## src/rtl/spr_pkg.sv

```systemverilog
// Shared constants and FSM state encoding for the sharpness sequencer.
package spr_pkg;

    localparam int unsigned SHP_LAT    = 6;
    localparam int unsigned SHP_BORDER = 1;
    localparam int unsigned HW         = 12;
    localparam int unsigned VW         = 11;
    localparam int unsigned FW         = $clog2(SHP_LAT);

    typedef enum logic [2:0] {
        ST_IDLE,
        ST_WAIT_LINE,
        ST_ACTIVE,
        ST_FLUSH,
        ST_LINE_END
    } seq_state_t;

endpackage

```

## src/rtl/shp_token_pipe.sv

```systemverilog
// Enable-gated token shift register tracking which pipeline slots hold real pixels.
module shp_token_pipe
    import spr_pkg::*;
#(
    parameter int unsigned LAT = SHP_LAT
) (
    input  logic clk,
    input  logic rst,
    input  logic en,
    input  logic clr,
    input  logic din,
    output logic o_de
);

    logic [LAT-1:0] token;

    // o_de reports the bit leaving the tail on each advance.
    always_ff @(posedge clk or posedge rst) begin
        if (rst) begin
            token <= '0;
            o_de  <= 1'b0;
        end else if (clr) begin
            token <= '0;
            o_de  <= 1'b0;
        end else if (en) begin
            o_de  <= token[LAT-1];
            token <= {token[LAT-2:0], din};
        end else begin
            o_de  <= 1'b0;
        end
    end

endmodule

```

## src/rtl/sharpness_seq.sv

```systemverilog
// Sequencer for the sharpness datapath: line/frame timing, pixel counting,
// pipeline flush with pad cycles, output-valid generation and error flags.
module sharpness_seq
    import spr_pkg::*;
(
    input  logic          clk,
    input  logic          rst,
    input  logic          i_vs,
    input  logic          i_hs,
    input  logic          i_de,
    input  logic          cfg_sharp_en,
    input  logic          cfg_sharp_prt,
    input  logic [HW-1:0] cfg_h_active,
    output logic          shp_en,
    output logic          shp_sel,
    output logic          spr_sharp_prt,
    output logic          pad_sel,
    output logic          o_de,
    output logic [VW-1:0] line_cnt,
    output logic          line_done,
    output logic          err_ovf,
    output logic          err_abort
);

    seq_state_t    state;
    logic          vs_d;
    logic          sh_en;
    logic [HW-1:0] sh_hact;
    logic [HW-1:0] pix_cnt;
    logic [FW-1:0] flush_cnt;

    logic in_line_c, accept_c, pad_c, border_c, tok_clr_c;

    // Aborts (vs/hs fall) take priority over an accept in the same cycle.
    always_comb begin
        in_line_c = (state == ST_ACTIVE) || (state == ST_FLUSH);
        accept_c  = i_vs && i_hs && (state == ST_ACTIVE) && i_de;
        pad_c     = i_vs && i_hs && (state == ST_FLUSH);
        border_c  = !sh_en
                 || (pix_cnt < HW'(SHP_BORDER))
                 || (pix_cnt >= sh_hact - HW'(SHP_BORDER))
                 || (sh_hact <= HW'(2 * SHP_BORDER));
        tok_clr_c = !i_vs || (in_line_c && !i_hs);
    end

    assign shp_en  = accept_c | pad_c;
    assign shp_sel = pad_c | (accept_c & border_c);

    always_ff @(posedge clk or posedge rst) begin
        if (rst) begin
            state         <= ST_IDLE;
            vs_d          <= 1'b0;
            sh_en         <= 1'b0;
            spr_sharp_prt <= 1'b0;
            sh_hact       <= '0;
            pix_cnt       <= '0;
            flush_cnt     <= '0;
            pad_sel       <= 1'b0;
            line_cnt      <= '0;
            line_done     <= 1'b0;
            err_ovf       <= 1'b0;
            err_abort     <= 1'b0;
        end else begin
            vs_d      <= i_vs;
            line_done <= 1'b0;
            pad_sel   <= 1'b0;
            if (!i_vs) begin
                state <= ST_IDLE;
            end else if (!vs_d) begin
                // Frame start: shadow the config, restart line count and flags.
                sh_en         <= cfg_sharp_en;
                spr_sharp_prt <= cfg_sharp_prt;
                sh_hact       <= cfg_h_active;
                line_cnt      <= '0;
                err_ovf       <= 1'b0;
                err_abort     <= 1'b0;
                state         <= ST_WAIT_LINE;
            end else begin
                case (state)
                    ST_WAIT_LINE: begin
                        if (i_hs && (sh_hact != '0)) begin
                            pix_cnt <= '0;
                            state   <= ST_ACTIVE;
                        end
                    end
                    ST_ACTIVE: begin
                        if (!i_hs) begin
                            err_abort <= 1'b1;
                            state     <= ST_WAIT_LINE;
                        end else if (i_de) begin
                            pix_cnt <= pix_cnt + HW'(1);
                            if (pix_cnt == sh_hact - HW'(1)) begin
                                flush_cnt <= '0;
                                pad_sel   <= 1'b1;
                                state     <= ST_FLUSH;
                            end
                        end
                    end
                    ST_FLUSH: begin
                        if (!i_hs) begin
                            err_abort <= 1'b1;
                            state     <= ST_WAIT_LINE;
                        end else begin
                            if (i_de) err_ovf <= 1'b1;
                            flush_cnt <= flush_cnt + FW'(1);
                            if (flush_cnt == FW'(SHP_LAT - 1)) begin
                                line_done <= 1'b1;
                                if (line_cnt != '1) line_cnt <= line_cnt + VW'(1);
                                state <= ST_LINE_END;
                            end else begin
                                pad_sel <= 1'b1;
                            end
                        end
                    end
                    ST_LINE_END: begin
                        if (i_de) err_ovf <= 1'b1;
                        if (!i_hs) state <= ST_WAIT_LINE;
                    end
                    default: state <= ST_IDLE;
                endcase
            end
        end
    end

    shp_token_pipe #(.LAT(SHP_LAT)) u_token (
        .clk  (clk),
        .rst  (rst),
        .en   (shp_en),
        .clr  (tok_clr_c),
        .din  (accept_c),
        .o_de (o_de)
    );

endmodule

```

## config.mk

```make
export PLATFORM = sky130hd
export DESIGN_NAME = sharpness_seq
export DESIGN_NICKNAME = d
export VERILOG_FILES = /design/src/rtl/spr_pkg.sv /design/src/rtl/shp_token_pipe.sv /design/src/rtl/sharpness_seq.sv
export SDC_FILE = /design/constraint.sdc
export NUM_CORES = 1
export LEC_CHECK = 0
export ABC_AREA = 1
export CAP_MARGIN = 20
export CELL_PAD_IN_SITES_DETAIL_PLACEMENT = 2
export CELL_PAD_IN_SITES_GLOBAL_PLACEMENT = 2
export CORE_ASPECT_RATIO = 1.2
export CORE_UTILIZATION = 30
export CTS_CLUSTER_DIAMETER = 60
export CTS_CLUSTER_SIZE = 10
export DETAILED_ROUTE_END_ITERATION = 10
export PLACE_DENSITY = 0.77
export RECOVER_POWER = 50
export SLEW_MARGIN = 40
export SYNTH_ARGS = -nofsm -noshare
export SYNTH_HDL_FRONTEND = slang
export SYNTH_SLANG_ARGS = --single-unit
```

## constraint.sdc

```tcl
create_clock -name clk -period 3.1 [get_ports clk]
set_input_delay 0.93 -clock clk [delete_from_list [all_inputs] [get_ports clk]]
set_output_delay 0.93 -clock clk [all_outputs]
set_load 0.005 [all_outputs]
```

==> insert_results.sql, run 1 <==
INSERT INTO impl_metrics (metric_group, metric, value, unit) VALUES
('setup_path', 'worst_r2r_path_depth', '22', ''),
('route', 'drt-pass1-iter-count', '4', ''),
('global_routing', 'grt_util_all_layers', '0.258', ''),
('power', 'irDropWorstVdd', '203', 'uV'),
('setup_path', 'worst_ep_required_time', '2.17', 'ns'),
('layout', 'final_cell_area', '4810', 'um^2'),
('timing', 'finalMaxSlewViolations', '0', ''),
('synth', 'synthMostInstantiatedCell', 'sky130_fd_sc_hd__nand2_1', ''),
('setup_path', 'crit_end', 'shp_sel', ''),
('flow_run', 'max-cap-violations', '0', ''),
('layout', 'layout.nets', '593', ''),
('route', 'avgRoutedWirePerCell', '22.8', 'um'),
('layout', 'drive_above_1_share', '0.255', ''),
('synth', 'seq_area_frac_synth', '0.403', ''),
('synth', 'syn_area', '3420', 'um^2'),
('floorplanning', 'coreArea', '11000', 'um^2'),
('timing', 'period_minus_ws_final', '3.87', 'ns'),
('clock_network', 'tritoncts.num_buffers', '5', ''),
('clock_network', 'ctsLongestPathBuffers', '2', ''),
('global_routing', 'maximum_number_of_pins_on_one_net_before_global_route_repair', '31', ''),
('timing', 'postLayoutSetupSlackWorst', '-0.770', 'ns'),
('synth', 'ys.warnings.count', '0', ''),
('clock_network', 'htree_num_levels', '2', ''),
('clock_network', 'tritoncts', 'yes', ''),
('status', 'failed_checks', 'setup timing', ''),
('setup_path', 'setup.worst_path.start', 'sh_hact[1]', ''),
('setup_path', 'crit_arrival', '2.94', 'ns'),
('floorplanning', 'die_x', '99.4', 'um'),
('layout', 'antenna-diode-count', '0', ''),
('route', 'drt_iter0_drc', '141', ''),
('synth', 'synth_area_per_cell', '7.58', 'um^2'),
('layout', 'signed_area_change_from_the_synthesized_netlist_to_the_final_layout', '40.8', '%'),
('route', 'route.final.wire_length', '15700', 'um'),
('synth', 'syn_inst', '451', ''),
('clock_network', 'clock_pin_slew_reported_for_the_worst_setup_and_hold_paths_after_clock_tree_synthesis', '0.08', 'ns'),
('timing', 'finClkSkew', '0.0125', 'ns'),
('synth', 'synthFlopType', 'sky130_fd_sc_hd__dfrtp_1', ''),
('route', 'viasPerCell', '5.31', ''),
('layout', 'core_util_final', '0.436', ''),
('synth', 'number_of_enable_flip_flop_cells_after_synthesis', '0', ''),
('synth', 'synth_area_leaders', 'sky130_fd_sc_hd__dfrtp_1 (40%), sky130_fd_sc_hd__nand2_1 (12%), sky130_fd_sc_hd__ha_1 (7.0%), sky130_fd_sc_hd__inv_1 (6.2%), sky130_fd_sc_hd__nor2_1 (5.1%)', ''),
('status', 'outcome', 'finished with violations', ''),
('floorplanning', 'vertical_die_dimension', '119', 'um'),
('floorplanning', 'initial_core_util', '0.310', ''),
('global_routing', 'globalRoute.totalOverflow', '0', ''),
('route', 'detailroute.via_count', '3653', ''),
('setup_path', 'critical_path.max_fanout', '2', ''),
('clock_network', 'clock_insertion_delay_worst_skew', '0.31', 'ns'),
('synth', 'post-synth-top-area-cell', 'sky130_fd_sc_hd__dfrtp_1', ''),
('timing', 'setup_violations', '1', ''),
('floorplanning', 'number_of_top_level_pins', '38', ''),
('timing', 'setup-tns-final', '-0.770', 'ns'),
('synth', 'yosys.area.top_type_share', '0.403', ''),
('global_routing', 'number_of_global_route_vias_before_repair', '4090', ''),
('synth', 'proportion_of_register_bits_with_asynchronous_set_or_reset_after_synthesis', '1.00', ''),
('setup_path', 'crit-reg2reg-capture', 'pix_cnt[2]', ''),
('global_routing', 'grt_antenna_before_repair', '0', ''),
('setup_path', 'critPathCaptureType', 'primary output', ''),
('timing', 'worst_slew_pin_slew', '1.06', 'ns'),
('placed_design', 'detailedPlacementHpwl', '8990', 'um'),
('timing', 'timing.final.crit_share', '1.25', ''),
('timing', 'hold_viol', '0', ''),
('synth', 'postSynthNetCount', '489', ''),
('synth', 'yosys.cell_types.count', '33', ''),
('floorplanning', 'die_outline_area', '11800', 'um^2'),
('hold_path', 'min_path_type', 'reg -> reg', ''),
('timing', 'max_slew_margin', '0.290', ''),
('timing', 'fmax', '0.258', 'GHz'),
('setup_path', 'worst-r2r-setup-slack', '0.01', 'ns'),
('timing', 'setup_repair_after_global_routing_missed_its_margin', 'true', ''),
('placed_design', 'io_buffer_count', '37', '');
critical path, stage by stage, from the launching register on:
cell and delay, ns:
sky130_fd_sc_hd__dfrtp_1 0.43, sky130_fd_sc_hd__inv_2 0.12, sky130_fd_sc_hd__ha_4 0.17, sky130_fd_sc_hd__nand2_4 0.07
sky130_fd_sc_hd__inv_4 0.07, sky130_fd_sc_hd__nand2_4 0.06, sky130_fd_sc_hd__nor2_4 0.13, sky130_fd_sc_hd__nand3_2 0.10
sky130_fd_sc_hd__xor2_2 0.17, sky130_fd_sc_hd__inv_2 0.09, sky130_fd_sc_hd__ha_4 0.31, sky130_fd_sc_hd__nand2_4 0.06
sky130_fd_sc_hd__nor2_4 0.11, sky130_fd_sc_hd__nand3_2 0.13, sky130_fd_sc_hd__nor2_4 0.15, sky130_fd_sc_hd__nor2_2 0.07
sky130_fd_sc_hd__nand3_2 0.12, sky130_fd_sc_hd__nor2_4 0.07, sky130_fd_sc_hd__nor2_1 0.09, sky130_fd_sc_hd__buf_2 0.11
state kept, by name, summed over array words and instances (netlist names):
signal and flops:
pix_cnt 12, sh_hact 12, line_cnt 11, u_token.token 6, flush_cnt 3, state 3, err_abort 1, err_ovf 1
line_done 1, pad_sel 1, sh_en 1, spr_sharp_prt 1, u_token.o_de 1, vs_d 1
cell usage in the layout (no fill, tap or decap), types with 7 or more instances in the layout:
| cell type | count |
|---|---|
| sky130_fd_sc_hd__a21oi_1 | 9 |
| sky130_fd_sc_hd__buf_4 | 60 |
| sky130_fd_sc_hd__clkdlybuf4s50_1 | 31 |
| sky130_fd_sc_hd__dfrtp_1 | 54 |
| sky130_fd_sc_hd__ha_1 | 15 |
| sky130_fd_sc_hd__inv_1 | 51 |
| sky130_fd_sc_hd__inv_2 | 7 |
| sky130_fd_sc_hd__nand2_1 | 102 |
| sky130_fd_sc_hd__nand2_2 | 9 |
| sky130_fd_sc_hd__nand2_4 | 7 |
| sky130_fd_sc_hd__nand3_1 | 25 |
| sky130_fd_sc_hd__nand4_1 | 17 |
| sky130_fd_sc_hd__nor2_1 | 37 |
| sky130_fd_sc_hd__nor2_4 | 10 |
| sky130_fd_sc_hd__nor3_1 | 7 |
| sky130_fd_sc_hd__o21ai_0 | 24 |
| sky130_fd_sc_hd__o21ai_1 | 15 |
| sky130_fd_sc_hd__xor2_1 | 14 |
worst min-delay path by stage:
stage	start	endpoint	slack (ns)	cells past startpoint
5_1_grt	u_token.token[5]	u_token.o_de	0.57	2
3_5_place_dp	u_token.token[5]	u_token.o_de	0.50	2
3_3_place_gp	spr_sharp_prt	spr_sharp_prt	0.46	2
2_1_floorplan	u_token.token[5]	u_token.o_de	0.46	2
6_report	u_token.token[5]	u_token.o_de	0.54	2
4_1_cts	err_abort	err_abort	0.53	2
timing repair:
item                                    CTS  global route
resized for setup                        41            41
cloned                                    0             2
hold buffers                              0             0
endpoints found under the setup margin    2            16
buffers inserted                         20             5
pin swaps                                14            18
layer usage:
metal / routed length [um] / global-route usage
met1: 5860 / 0.272
met2: 8580 / 0.484
met3: 404 / 0.0335
met4: 829 / 0.144
met5: 0 / 0
per-stage QoR:
| step | cells | setup WS [ns] | hold WS [ns] |
|---|---|---|---|
| 4_1_cts | 688 | -0.613 | 0.526 |
| 6_report | 688 | -0.770 | 0.544 |
| 3_5_place_dp | 660 | -0.804 | 0.504 |
| 2_1_floorplan | 451 | 0.0455 | 0.457 |
| 3_3_place_gp | 660 | -0.578 | 0.457 |
| 5_1_grt | 688 | -0.831 | 0.570 |
where the power goes:
part           internal (mW)  total [mW]  switching (mW)
clock network          0.307       0.605           0.298
registers              0.763       0.822          0.0585
logic                  0.297       0.700           0.403
total                   1.37        2.13           0.759
layout make-up:
type,instances,area [um^2]
fill,1253,6230
multi-input combinational,330,2020
sequential,55,1380
timing repair buffer,101,840
inverter,61,245
tap,132,165
clock buffer,5,125
clock inverter,3,25.0
timing repair inverter,1,11.3
cell families after synthesis:
logic type | after synthesis | synth area share
buf+inv | 67 | 0.0795
compound gates | 58 | 0.0923
fa+ha+maj | 19 | 0.0696
flops | 55 | 0.403
simple gates | 234 | 0.310
xor+xnor | 18 | 0.0461
(Power assumes the default switching activity.)
==> inputs of run 2 (changes only) <==
--- a/config.mk
+++ b/config.mk
@@ -16,6 +16,7 @@
 export DETAILED_ROUTE_END_ITERATION = 10
 export PLACE_DENSITY = 0.77
 export RECOVER_POWER = 50
+export SETUP_SLACK_MARGIN = 0.5
 export SLEW_MARGIN = 40
 export SYNTH_ARGS = -nofsm -noshare
 export SYNTH_HDL_FRONTEND = slang
==> insert_results.sql, run 2 (synthesized netlist as in run 1, its figures left out) <==
INSERT INTO impl_metrics (metric_group, metric, value, unit) VALUES
('status', 'outcome', 'finished with violations', ''),
('status', 'failed_checks', 'setup timing', ''),
('timing', 'postLayoutSetupSlackWorst', '-0.631', 'ns'),
('layout', 'layoutNonFillerInstCount', '675', ''),
('route', 'ant_nets', '0', ''),
('clock_network', 'ctsLongestPathBuffers', '2', ''),
('placed_design', 'gpl.final_weighted_congestion', '0.819', ''),
('placed_design', 'detailedPlacementHpwl', '8690', 'um'),
('global_routing', 'grt_antenna_before_repair', '0', ''),
('clock_network', 'tritoncts', 'yes', ''),
('floorplanning', 'coreArea', '11000', 'um^2'),
('placed_design', 'placement.cell_area', '4280', 'um^2'),
('route', 'remaining_drc_errors', '0', ''),
('setup_path', 'reg2reg_from', 'sh_hact[1]', ''),
('route', 'route.met2.wl', '6650', 'um'),
('clock_network', 'clock_sink_count', '55', ''),
('layout', 'signed_area_change_from_the_synthesized_netlist_to_the_final_layout', '33.4', '%'),
('setup_path', 'worst-setup-path-type', 'reg -> out', ''),
('setup_path', 'critical_path.max_fanout', '3', ''),
('clock_network', 'clock_insertion_delay_worst_skew', '0.31', 'ns'),
('route', 'routedLengthMet1', '4810', 'um'),
('global_routing', 'grt_pass1_wl', '20300', 'um'),
('timing', 'finClkSkew', '0.00944', 'ns'),
('flow_run', 'max-cap-violations', '0', ''),
('layout', 'final_common_cell', 'sky130_fd_sc_hd__nand2_1', ''),
('power', 'power.total', '1.97', 'mW'),
('timing', 'finalMaxSlewViolations', '0', ''),
('route', 'uppermost_layer_routed', 'met4', ''),
('clock_network', 'htree_num_levels', '2', ''),
('placed_design', 'placed_cells', '659', ''),
('setup_path', 'crit-reg2reg-capture', 'flush_cnt[0]', ''),
('timing', 'worst_slew_pin_slew', '1.47', 'ns'),
('floorplanning', 'initial_core_util', '0.310', ''),
('route', 'drt-pass1-iter-count', '4', ''),
('layout', 'top_regs', 'pix_cnt x12, sh_hact x12, line_cnt x11', ''),
('global_routing', 'number_of_global_route_vias_before_repair', '4029', ''),
('hold_path', 'worst_hold_path.num_cells', '2', ''),
('placed_design', 'io_buffer_count', '37', ''),
('route', 'detailroute.via_count', '3373', ''),
('route', 'drt_iter0_drc', '72', ''),
('route', 'route.final.wire_length', '12000', 'um'),
('layout', 'final_cell_area', '4560', 'um^2'),
('route', 'avgRoutedWirePerCell', '17.8', 'um'),
('clock_network', 'clock_pin_slew_reported_for_the_worst_setup_and_hold_paths_after_clock_tree_synthesis', '0.08', 'ns'),
('floorplanning', 'vertical_die_dimension', '119', 'um'),
('setup_path', 'worst_r2r_path_depth', '17', ''),
('setup_path', 'worst-r2r-setup-slack', '0.46', 'ns'),
('layout', 'antenna-diode-count', '0', ''),
('timing', 'setup_violations', '1', ''),
('global_routing', 'globalRoute.totalOverflow', '0', ''),
('timing', 'period_minus_ws_final', '3.73', 'ns'),
('setup_path', 'worst_ep_required_time', '2.17', 'ns'),
('floorplanning', 'die_x', '99.4', 'um'),
('timing', 'max_slew_margin', '0.0196', ''),
('global_routing', 'grt_util_all_layers', '0.219', ''),
('layout', 'layout.nets', '580', ''),
('hold_path', 'holdPathEnd', 'spr_sharp_prt', ''),
('hold_path', 'min_path_type', 'reg -> reg', ''),
('route', 'viasPerCell', '5.00', ''),
('timing', 'setup_repair_after_global_routing_missed_its_margin', 'true', ''),
('clock_network', 'tritoncts.num_buffers', '5', ''),
('timing', 'fmax', '0.268', 'GHz'),
('layout', 'core_util_final', '0.413', ''),
('floorplanning', 'number_of_top_level_pins', '38', ''),
('layout', 'most-common-layout-cells', 'sky130_fd_sc_hd__nand2_1 (108), sky130_fd_sc_hd__dfrtp_1 (55), sky130_fd_sc_hd__inv_1 (49), sky130_fd_sc_hd__buf_4 (49), sky130_fd_sc_hd__nor2_1 (39)', ''),
('hold_path', 'worst_hold_startpoint', 'spr_sharp_prt', ''),
('setup_path', 'critPathCaptureType', 'primary output', ''),
('floorplanning', 'row_count', '42', ''),
('power', 'power_density', '433', 'nW/um^2'),
('timing', 'timing.final.crit_share', '1.20', ''),
('setup_path', 'crit_path_start_kind', 'flop', ''),
('global_routing', 'maximum_number_of_pins_on_one_net_before_global_route_repair', '56', ''),
('timing', 'hold_viol', '0', ''),
('power', 'power.static_leakage', '2.13', 'nW'),
('route', 'met3WireLength', '209', 'um'),
('clock_network', 'cts.root.buffer_cell', 'sky130_fd_sc_hd__clkbuf_16', ''),
('layout', 'drive_above_1_share', '0.206', ''),
('setup_path', 'crit_arrival', '2.80', 'ns'),
('power', 'irDropWorstVdd', '221', 'uV'),
('floorplanning', 'die_outline_area', '11800', 'um^2'),
('timing', 'setup-tns-final', '-0.631', 'ns');
## run 2: changes by cell type in the layout (fill, tap and decap cells not counted), moves of 3 or more
cell / change
sky130_fd_sc_hd__nor2_4: -4
sky130_fd_sc_hd__nand3_1: +3
sky130_fd_sc_hd__nand3_2: -4
sky130_fd_sc_hd__nand2_2: -4
sky130_fd_sc_hd__nand2_1: +6
sky130_fd_sc_hd__buf_4: -11
## run 2: worst max-delay path: stages (launching register included)
cell                       delay (ns)
sky130_fd_sc_hd__dfrtp_1         0.44
sky130_fd_sc_hd__inv_2           0.09
sky130_fd_sc_hd__ha_4            0.18
sky130_fd_sc_hd__buf_4           0.13
sky130_fd_sc_hd__buf_4           0.12
sky130_fd_sc_hd__buf_4           0.12
sky130_fd_sc_hd__xnor2_1         0.15
sky130_fd_sc_hd__ha_1            0.30
sky130_fd_sc_hd__nand2_1         0.09
sky130_fd_sc_hd__inv_2           0.10
sky130_fd_sc_hd__o21ai_0         0.10
sky130_fd_sc_hd__nand2_1         0.08
sky130_fd_sc_hd__nand2_1         0.05
sky130_fd_sc_hd__a21boi_1        0.17
sky130_fd_sc_hd__nor2_1          0.07
sky130_fd_sc_hd__nor2_1          0.15
sky130_fd_sc_hd__buf_2           0.14
## run 2: per-layer routing
metal | global-route usage | vias to the layer above
met2 | 0.420 | 47
met5 | 0 | -
li1 | - | 1627
met4 | 0.0864 | 0
met3 | 0.0276 | 19
met1 | 0.241 | 1680
## run 2: worst max path at each step
stage	endpoint	slack [ns]	depth (start not counted)	startpoint
3_5_place_dp	shp_sel	-0.73	19	sh_hact[1]
4_1_cts	shp_sel	-0.58	19	sh_hact[1]
3_3_place_gp	shp_sel	-0.52	19	sh_hact[1]
6_report	shp_sel	-0.63	16	sh_hact[1]
2_1_floorplan	shp_sel	0.13	18	sh_hact[0]
5_1_grt	shp_sel	-0.76	15	sh_hact[2]
## run 2: area by class of cell
cell class / count / area [um^2]
flip-flops and latches: 55 / 1380
repair buffers: 90 / 749
multi-input cells: 329 / 1880
clock buffers: 5 / 125
fillers: 1286 / 6480
well taps: 132 / 165
inverters: 61 / 233
clock inverters: 3 / 23.8
## run 2: power by group
group	leakage [nW]	internal [mW]	switching, mW
logic	1.33	0.244	0.308
clock network	0.0664	0.304	0.300
registers	0.737	0.763	0.0552
## run 2: per-stage QoR
stage / hold WS (ns) / setup slack (ns)
5_1_grt: 0.530 / -0.760
3_5_place_dp: 0.472 / -0.734
3_3_place_gp: 0.459 / -0.523
6_report: 0.481 / -0.631
4_1_cts: 0.492 / -0.579
2_1_floorplan: 0.457 / 0.135
## run 2: what timing repair did
| item | CTS | global route |
|---|---|---|
| setup buffers | 7 | 1 |
| resized for setup | 38 | 18 |
| gates cloned | 0 | 0 |
| pin swaps | 13 | 13 |
| hold buffers | 0 | 0 |
| endpoints found under the setup margin | 8 | 8 |
| endpoints found under the hold margin | 0 | 0 |
